### src/rtl/multicycle_ctrl.sv
// multicycle_ctrl -- control FSM for the multicycle CPU.
// Sequences each instruction through IF/ID/EXE/MEM/WB and drives the
// datapath write enables and selects.
//
// Ports:
//   CLK, RST            clock (rising edge), async active-high reset
//   opcode[5:0]         IR[31:26], meaningful from ID onward
//   zero                ALU zero flag, consumed in EXE_B
//   PCWre, IRWre, InsMemRW, mRD, mWR, RegWre   write/read enables
//   ALUSrcA, ALUSrcB, ExtSel, DBDataSrc, WrRegDSrc, RegDst[1:0],
//   PCSrc[1:0], ALUOp[2:0]                     datapath selects
//   state[3:0]          current state (debug)
//
// Configuration macro: JAL_JR_EN -- when defined, jal/jr execute; when
// undefined they decode as illegal opcodes (ID->IF, PC+4, no reg write).
module multicycle_ctrl (
  input  logic       CLK,
  input  logic       RST,
  input  logic [5:0] opcode,
  input  logic       zero,
  output logic       PCWre,
  output logic       IRWre,
  output logic       InsMemRW,
  output logic       mRD,
  output logic       mWR,
  output logic       RegWre,
  output logic       ALUSrcA,
  output logic       ALUSrcB,
  output logic       ExtSel,
  output logic       DBDataSrc,
  output logic       WrRegDSrc,
  output logic [1:0] RegDst,
  output logic [1:0] PCSrc,
  output logic [2:0] ALUOp,
  output logic [3:0] state
);

  typedef enum logic [3:0] {
    S_IF = 4'd0, S_ID = 4'd1, S_EXE_A = 4'd2, S_EXE_B = 4'd3, S_EXE_LS = 4'd4,
    S_MEM_R = 4'd5, S_MEM_W = 4'd6, S_WB_A = 4'd7, S_WB_L = 4'd8, S_HALT = 4'd9
  } state_e;

  localparam logic [5:0] OP_ADD = 6'b000000, OP_SUB = 6'b000001, OP_ADDI = 6'b000010,
                         OP_OR  = 6'b010000, OP_AND = 6'b010001, OP_ORI  = 6'b010010,
                         OP_SLT = 6'b100110, OP_SW  = 6'b110000, OP_LW   = 6'b110001,
                         OP_BEQ = 6'b110100, OP_J   = 6'b111000, OP_JR   = 6'b111001,
                         OP_JAL = 6'b111010, OP_HALT = 6'b111111;

  state_e state_q, state_d;

  // Opcode class decode
  logic is_rtype, is_imm, is_arith, is_jal, is_jr;
  always_comb begin
    is_rtype = (opcode == OP_ADD) || (opcode == OP_SUB) || (opcode == OP_OR) ||
               (opcode == OP_AND) || (opcode == OP_SLT);
    is_imm   = (opcode == OP_ADDI) || (opcode == OP_ORI);
    is_arith = is_rtype || is_imm;
`ifdef JAL_JR_EN
    is_jal   = (opcode == OP_JAL);
    is_jr    = (opcode == OP_JR);
`else
    is_jal   = 1'b0;
    is_jr    = 1'b0;
`endif
  end

  always_comb begin
    state_d = state_q;
    case (state_q)
      S_IF:     state_d = S_ID;
      S_ID: begin
        if (is_arith)                               state_d = S_EXE_A;
        else if (opcode == OP_BEQ)                  state_d = S_EXE_B;
        else if (opcode == OP_LW || opcode == OP_SW) state_d = S_EXE_LS;
        else if (opcode == OP_HALT)                 state_d = S_HALT;
        else                                        state_d = S_IF; // j/jal/jr/illegal
      end
      S_EXE_A:  state_d = S_WB_A;
      S_EXE_B:  state_d = S_IF;
      S_EXE_LS: state_d = (opcode == OP_LW) ? S_MEM_R : S_MEM_W;
      S_MEM_R:  state_d = S_WB_L;
      S_MEM_W:  state_d = S_IF;
      S_WB_A:   state_d = S_IF;
      S_WB_L:   state_d = S_IF;
      S_HALT:   state_d = S_HALT;
      default:  state_d = S_IF;
    endcase
  end

  always_ff @(posedge CLK or posedge RST) begin
    if (RST) state_q <= S_IF;
    else     state_q <= state_d;
  end

  assign state = state_q;

  // Outputs are decoded combinationally from the current state: the IR only
  // becomes valid at the end of IF and zero is produced within EXE_B, so a
  // registered decode would see stale inputs. RST gates everything to 0 so
  // no write can slip out while reset is held.
  always_comb begin
    PCWre = 1'b0; IRWre = 1'b0; InsMemRW = 1'b0; mRD = 1'b0; mWR = 1'b0;
    RegWre = 1'b0; ALUSrcA = 1'b0; ALUSrcB = 1'b0; ExtSel = 1'b0;
    DBDataSrc = 1'b0; WrRegDSrc = 1'b0; RegDst = 2'b00; PCSrc = 2'b00;
    ALUOp = 3'b000;
    if (!RST) begin
      case (state_q)
        S_IF: begin
          IRWre = 1'b1; InsMemRW = 1'b1;
        end
        S_ID: begin
          if (opcode == OP_J || is_jal) begin
            PCWre = 1'b1; PCSrc = 2'b11;
            RegWre = is_jal;          // jal links to $31 (RegDst 00) with PC+4
          end else if (is_jr) begin
            PCWre = 1'b1; PCSrc = 2'b10;
          end else if (!is_arith && opcode != OP_BEQ && opcode != OP_LW &&
                       opcode != OP_SW && opcode != OP_HALT) begin
            PCWre = 1'b1;             // illegal: skip to PC+4
          end
        end
        S_EXE_A: begin
          ALUSrcB = is_imm;
          ExtSel  = (opcode != OP_ORI);
          case (opcode)
            OP_SUB:         ALUOp = 3'b001;
            OP_OR, OP_ORI:  ALUOp = 3'b011;
            OP_AND:         ALUOp = 3'b100;
            OP_SLT:         ALUOp = 3'b110;
            default:        ALUOp = 3'b000;
          endcase
        end
        S_EXE_B: begin
          ALUOp = 3'b001; PCWre = 1'b1; ExtSel = 1'b1;
          PCSrc = zero ? 2'b01 : 2'b00;
        end
        S_EXE_LS: begin
          ALUSrcB = 1'b1; ExtSel = 1'b1;
        end
        S_MEM_R: mRD = 1'b1;
        S_MEM_W: begin
          mWR = 1'b1; PCWre = 1'b1;
        end
        S_WB_A: begin
          RegWre = 1'b1; WrRegDSrc = 1'b1; PCWre = 1'b1;
          RegDst = is_rtype ? 2'b10 : 2'b01;
        end
        S_WB_L: begin
          RegWre = 1'b1; RegDst = 2'b01; WrRegDSrc = 1'b1; DBDataSrc = 1'b1;
          PCWre = 1'b1;
        end
        default: ; // HALT: everything idle
      endcase
    end
  end

endmodule
### config.mk
export PLATFORM = sky130hd
export DESIGN_NAME = multicycle_ctrl
export DESIGN_NICKNAME = d
export VERILOG_FILES = /design/src/rtl/multicycle_ctrl.sv
export SDC_FILE = /design/constraint.sdc
export NUM_CORES = 1
export LEC_CHECK = 0
export BUFFER_PORTS_ARGS = -buffer_cell sky130_fd_sc_hd__buf_4
export CORE_MARGIN = 5
export CORE_UTILIZATION = 35
export CTS_CLUSTER_SIZE = 10
export DETAILED_ROUTE_END_ITERATION = 7
export PLACE_DENSITY = 0.58
export SETUP_SLACK_MARGIN = 0.3
export SLEW_MARGIN = 20
export SYNTH_ARGS = -nofsm -noshare
export SYNTH_HDL_FRONTEND = slang
export SYNTH_SLANG_ARGS = --single-unit
### constraint.sdc
create_clock -name CLK -period 3 [get_ports CLK]
set_input_delay 0.45 -clock CLK [delete_from_list [all_inputs] [get_ports CLK]]
set_output_delay 0.45 -clock CLK [all_outputs]
set_load 0.1 [all_outputs]
* Word-level counts from Yosys, hierarchy flattened
Index checks and enable logic that the tools add are counted.
** Operators by class
- Div/mod/pow operators :: 0
- Equal/unequal tests :: 25
- Add/sub/neg operators :: 0
- Bitwise operators :: 0
- Shifts and indexed selects :: 0
- Order comparisons :: 0
- Multiplexer cells :: 34
- Multipliers :: 0
- Reduce and logical (&&, ||, !) cells :: 18
** Operators with widths (number)
- equality test 6 bit (second input constant) :: 6
- inequality test 6 bit (second input constant) :: 4
- one-hot mux 4 bit (6 select lines) :: 1
- equality test 6 x 5 -> 1 bit (second input constant) :: 3
- equality test 4 x 3 -> 1 bit (second input constant) :: 4
- two-way mux 1 bit :: 16
- two-way mux 4 bit :: 4
- one-hot mux 3 bit (4 select lines) :: 1
- two-way mux 2 bit :: 5
- equality test 4 x 2 -> 1 bit (second input constant) :: 2
- equality test 4 bit (second input constant) :: 2
- one-hot mux 2 bit (2 select lines) :: 2
- logical OR 1 bit :: 7
- equality test 6 x 1 -> 1 bit (second input constant) :: 1
- equality test 6 x 2 -> 1 bit (second input constant) :: 1
- logical NOT 6 bit :: 1
- inequality test 6 x 5 -> 1 bit (second input constant) :: 1
- one-hot mux 1 bit (2 select lines) :: 3
- one-hot mux 3 bit (2 select lines) :: 1
- OR reduction 2 bit :: 3
- equality test 4 x 1 -> 1 bit (second input constant) :: 1
- logical AND 1 bit :: 4
- logical NOT 4 bit :: 1
- OR reduction 4 bit :: 1
- other kinds (2) :: 2
** Word-level totals
- RAM bits :: 0
- Bits in read-only memories :: 0
- Logic and storage cells :: 78
- Memories kept :: 0
- Register bits after elaboration :: 4
- Bits of input ports :: 9
- Latch bits :: 0
- Output and inout bits :: 22

* Logic depth before layout (Yosys ltp)
- Depth in word-level cells :: 15
- Gate-level depth with buffers :: 5
- Depth with buffers taken out :: 4

* Worst setup path before layout
Ideal clock, no wire load.
- Kind :: flip-flop to output port
- Start point :: register state_q[0] (netlist: state[0])
- End point :: output port RegDst[0]
- Buffers on the path :: 1
- Slack :: -2.769 ns
- Arrival :: 5.319 ns
- Required time :: 2.550 ns
- Cell stages (with the launch flop) :: 5
- Cells stage by stage :: dfrtp_1 -> clkbuf_1 -> nand4b_1 -> a21oi_1 -> a21boi_0
** On the way
- Word-level cells in the longest chain between the ends :: 3
- Elaborated cells on any way between the ends :: 4
- Classes of those cells :: 2 x eq/ne; 2 x mux
** RTL lines
- start, declared :: line 49 : state_e state_q, state_d;
- start signal, assigned :: line 92 : else state_q <= state_d;
- equality test 4 bit / equality test 4 x 3 -> 1 bit (equally long branches) :: line 107 : case (state_q)
- one-hot mux 2 bit (2 select lines) (*) :: line 107
- two-way mux 2 bit (*) :: line 106 : if (!RST) begin
- end, declared :: line 32 : output logic [1:0] RegDst,
Every way passes the cells marked *; elsewhere a longest branch is shown, timed or not.

* Worst setup path after layout
- Start point :: register state_q[3] (netlist: state[3])
- End point :: output port PCSrc[0]
** On the way
- Word-level cells in the longest chain between the ends :: 3
- Elaborated cells on any way between the ends :: 4
- Classes of those cells :: 2 x eq/ne; 2 x mux
** RTL lines
- equality test 4 x 2 -> 1 bit / equality test 4 x 1 -> 1 bit (equally long branches) :: line 107
- one-hot mux 2 bit (2 select lines) (*) :: line 107
- two-way mux 2 bit (*) :: line 106
- end, declared :: line 33 : output logic [1:0] PCSrc,
Marks and branches as above.

==> reports/qor.json <==
{
  "synth_area_um2": 712,
  "power.static_leakage_nw": 0.409,
  "total_via_count_after_detailed_routing": 839,
  "synth_flop_cell": "sky130_fd_sc_hd__dfrtp_1",
  "ff2ff_path_depth": 3,
  "worst_setup_path_end_kind": "output pin",
  "tns_ns": 0,
  "core.rowCount": 16,
  "postCtsSetupBuffers": 0,
  "dr.first_iter.drc_count": 7,
  "viasPerCell": 5.63,
  "grt_overflow": 0,
  "gr-usage-met1_pct": 22.5,
  "firstDrtPassIters": 4,
  "part_of_the_yosys_area_used_for_sequential_elements_pct": 14.1,
  "required_ns": 2.55,
  "postRouteWirelength_um": 2190,
  "postSynthNetCount": 112,
  "synth_async_sr_flop_share_pct": 100,
  "area_growth_pct": 51.5,
  "ys_top_cells_by_area": "sky130_fd_sc_hd__dfrtp_1 14%, sky130_fd_sc_hd__nor2_1 7.4%, sky130_fd_sc_hd__nand2_1 5.3%, sky130_fd_sc_hd__nand4b_1 4.9%, sky130_fd_sc_hd__a21oi_1 4.2%",
  "r2r_end": "state[1]",
  "post-layout-total-power_mw": 1.15,
  "synthXorXnorAreaFrac_pct": 0,
  "fp.coreArea_mm2": 0.00194,
  "synthesis.instances": 103,
  "rrSetupSlack_ns": 1.65,
  "grt_first_pass_wirelength_um": 3570,
  "main_combinational_cell_family_by_area_after_synthesis": "simple AND/OR/NAND/NOR gates",
  "cp.arrival_ns": 2.07,
  "placement.io_buffers": 29,
  "h-tree-depth": 1,
  "stdcell_count": 149,
  "number_of_global_route_vias_before_repair": 748,
  "share_of_the_synthesized_area_in_compound_gates_ao_oa_aoi_oai_pct": 27.4,
  "die-width_um": 55.1,
  "grt_setup_unrepaired": "false",
  "report.final.setup_viol": 0,
  "cts_resized": 0,
  "finalInstanceArea_mm2": 0.00108,
  "criticalPathCategory": "reg -> out",
  "clockRootBuffer": "sky130_fd_sc_hd__clkbuf_4",
  "ctsLongestPathBuffers": 2,
  "cts_sinks": 4,
  "worst_r2r_startpoint": "state[0]",
  "placed_cells_incl_taps": 146,
  "ios": 31,
  "detail_route_antenna_nets": 0,
  "worst_ir_drop_vdd_mv": 0.943,
  "globalRouteTotalUtil_pct": 16.2,
  "synth_enable_flop_cells": 0,
  "global_route.peak_usage_layer": "met2",
  "synthDistinctLibCells": 44,
  "maxCapViolations": 0,
  "min-delay-path-class": "in -> async",
  "timing.clock.skew_ns": 0.00221,
  "gp_congestion": 0.734,
  "post-route-drc-count": 0,
  "largest_net_degree_at_the_start_of_global_routing": 20,
  "final_min_period_over_clock_period_pct": 84.1,
  "layout-drive-gt1-share_pct": 44.3,
  "synth_largest_type_area_fraction_pct": 14.1,
  "muxShareOfSynthArea_pct": 1.58,
  "power_density_mw_per_mm2": 1060,
  "synth.yosys.warnings": 0,
  "grt_antenna_before_repair": 0,
  "placed_cell_area_mm2": 0.00106,
  "register_bit_count_reported_by_yosys": 4,
  "globalRouteMet2Util_pct": 25.4,
  "routed_wire_length_per_instance_um": 14.7,
  "post-synth-top-area-cell": "sky130_fd_sc_hd__dfrtp_1",
  "finish.net_count": 133,
  "fp.dieArea_mm2": 0.00304,
  "dp_hpwl_um": 1680,
  "insertion_delay_ns": 0.23,
  "crit_fanout": 15,
  "post-route-min-period_ns": 2.52,
  "path_clk_slew_ns": 0.04,
  "worst_slack_ns": 0.478,
  "finalHoldViolations": 0,
  "maxClockFrequency_ghz": 0.397,
  "chip_height_um": 55.1,
  "run_status": "complete, no violations",
  "largest_reg_flops": 4,
  "drv_slew": 0,
  "cts_made_buffers": 3,
  "grt_util_met3_pct": 4.56,
  "critical_path.startpoint_type": "register",
  "ctsHoldBuffers": 0,
  "post_synth.cell_area_avg_um2": 6.91,
  "yosys.area_share.adder_pct": 0,
  "initial_core_util_pct": 36.7,
  "detailedPlace.worstSlack_ns": 0.644,
  "tritoncts": "done",
  "diodes": 0,
  "synth_simple_gate_area_share_pct": 46.0,
  "timing.critical_path.from": "state[3]"
}
[cells in the final DEF, fill, tap and decap left out, types with 2 or more instances in the layout]
cell type,n
sky130_fd_sc_hd__a211o_1,2
sky130_fd_sc_hd__a211oi_1,2
sky130_fd_sc_hd__a21oi_1,5
sky130_fd_sc_hd__buf_4,29
sky130_fd_sc_hd__clkbuf_4,3
sky130_fd_sc_hd__dfrtp_4,4
sky130_fd_sc_hd__nand2_1,10
sky130_fd_sc_hd__nand2b_1,3
sky130_fd_sc_hd__nand3b_1,2
sky130_fd_sc_hd__nand4_1,2
sky130_fd_sc_hd__nand4b_1,4
sky130_fd_sc_hd__nor2_1,12
sky130_fd_sc_hd__nor2_2,2
sky130_fd_sc_hd__nor2b_1,2
sky130_fd_sc_hd__nor3_1,2
sky130_fd_sc_hd__nor3_4,4
sky130_fd_sc_hd__nor4_4,2
sky130_fd_sc_hd__o21ai_0,2
sky130_fd_sc_hd__o22a_1,2
[worst max-delay path by stage]
stage	slack, ns	cells after the start	endpoint
3_5_place_dp	0.64	5	ALUSrcB
2_1_floorplan	-0.02	5	PCSrc[0]
5_1_grt	0.40	5	PCWre
3_3_place_gp	0.66	6	PCSrc[0]
6_report	0.48	5	PCSrc[0]
4_1_cts	0.47	5	PCSrc[0]
[worst max-delay path, cell delays in order, from the launching register on]
cell                      delay (ns)
sky130_fd_sc_hd__dfrtp_4        0.56
sky130_fd_sc_hd__or3_4          0.42
sky130_fd_sc_hd__or2_4          0.28
sky130_fd_sc_hd__nor3_4         0.18
sky130_fd_sc_hd__a41o_4         0.12
sky130_fd_sc_hd__buf_4          0.28
[power by group]
group / switching, mW / internal [mW] / leakage (nW)
Sequential: 0.126 / 0.0943 / 0.0460
Clock: 0.0208 / 0.0447 / 0.0138
Combinational: 0.643 / 0.219 / 0.349
Total: 0.791 / 0.358 / 0.409
[logic make-up after synthesis]
group	after synthesis
flops	4
other cells	1
mux	1
simple gates	56
compound gates	27
buf+inv	14
[per-stage QoR]
stage          util (%)  hold slack, ns
2_1_floorplan         -           0.437
3_3_place_gp       54.4           0.432
3_5_place_dp       54.4           0.438
4_1_cts            55.5           0.193
5_1_grt            55.5           0.194
6_report           55.5           0.195
[cell usage after synthesis, types with 2 or more instances]
master	instances
sky130_fd_sc_hd__a211o_1	2
sky130_fd_sc_hd__a211oi_1	3
sky130_fd_sc_hd__a21boi_0	2
sky130_fd_sc_hd__a21oi_1	6
sky130_fd_sc_hd__buf_2	2
sky130_fd_sc_hd__buf_4	3
sky130_fd_sc_hd__clkbuf_1	7
sky130_fd_sc_hd__dfrtp_1	4
sky130_fd_sc_hd__nand2_1	10
sky130_fd_sc_hd__nand2b_1	3
sky130_fd_sc_hd__nand3b_1	2
sky130_fd_sc_hd__nand4_1	2
sky130_fd_sc_hd__nand4b_1	4
sky130_fd_sc_hd__nor2_1	14
sky130_fd_sc_hd__nor2b_1	2
sky130_fd_sc_hd__nor3_1	5
sky130_fd_sc_hd__nor3b_1	2
sky130_fd_sc_hd__nor4_1	2
sky130_fd_sc_hd__o21ai_0	2
sky130_fd_sc_hd__o22a_1	2
[metal layers]
layer  vias to the layer above  routed length (um)
met2                        21                1050
met4                         0                   0
met5                         -                   0
li1                        422                   -
met1                       396                1050
met3                         0                  85
[final cells by class]
class                           instances  area [um2]
Fill cell                             203         863
Multi-Input combinational cell         85         686
Timing Repair Buffer                   29         218
Sequential cell                         4         115
Tap cell                               27        33.8
Clock buffer                            3        22.5
Inverter                                1        3.75
Note: power is estimated with default switching activity, not from simulation.
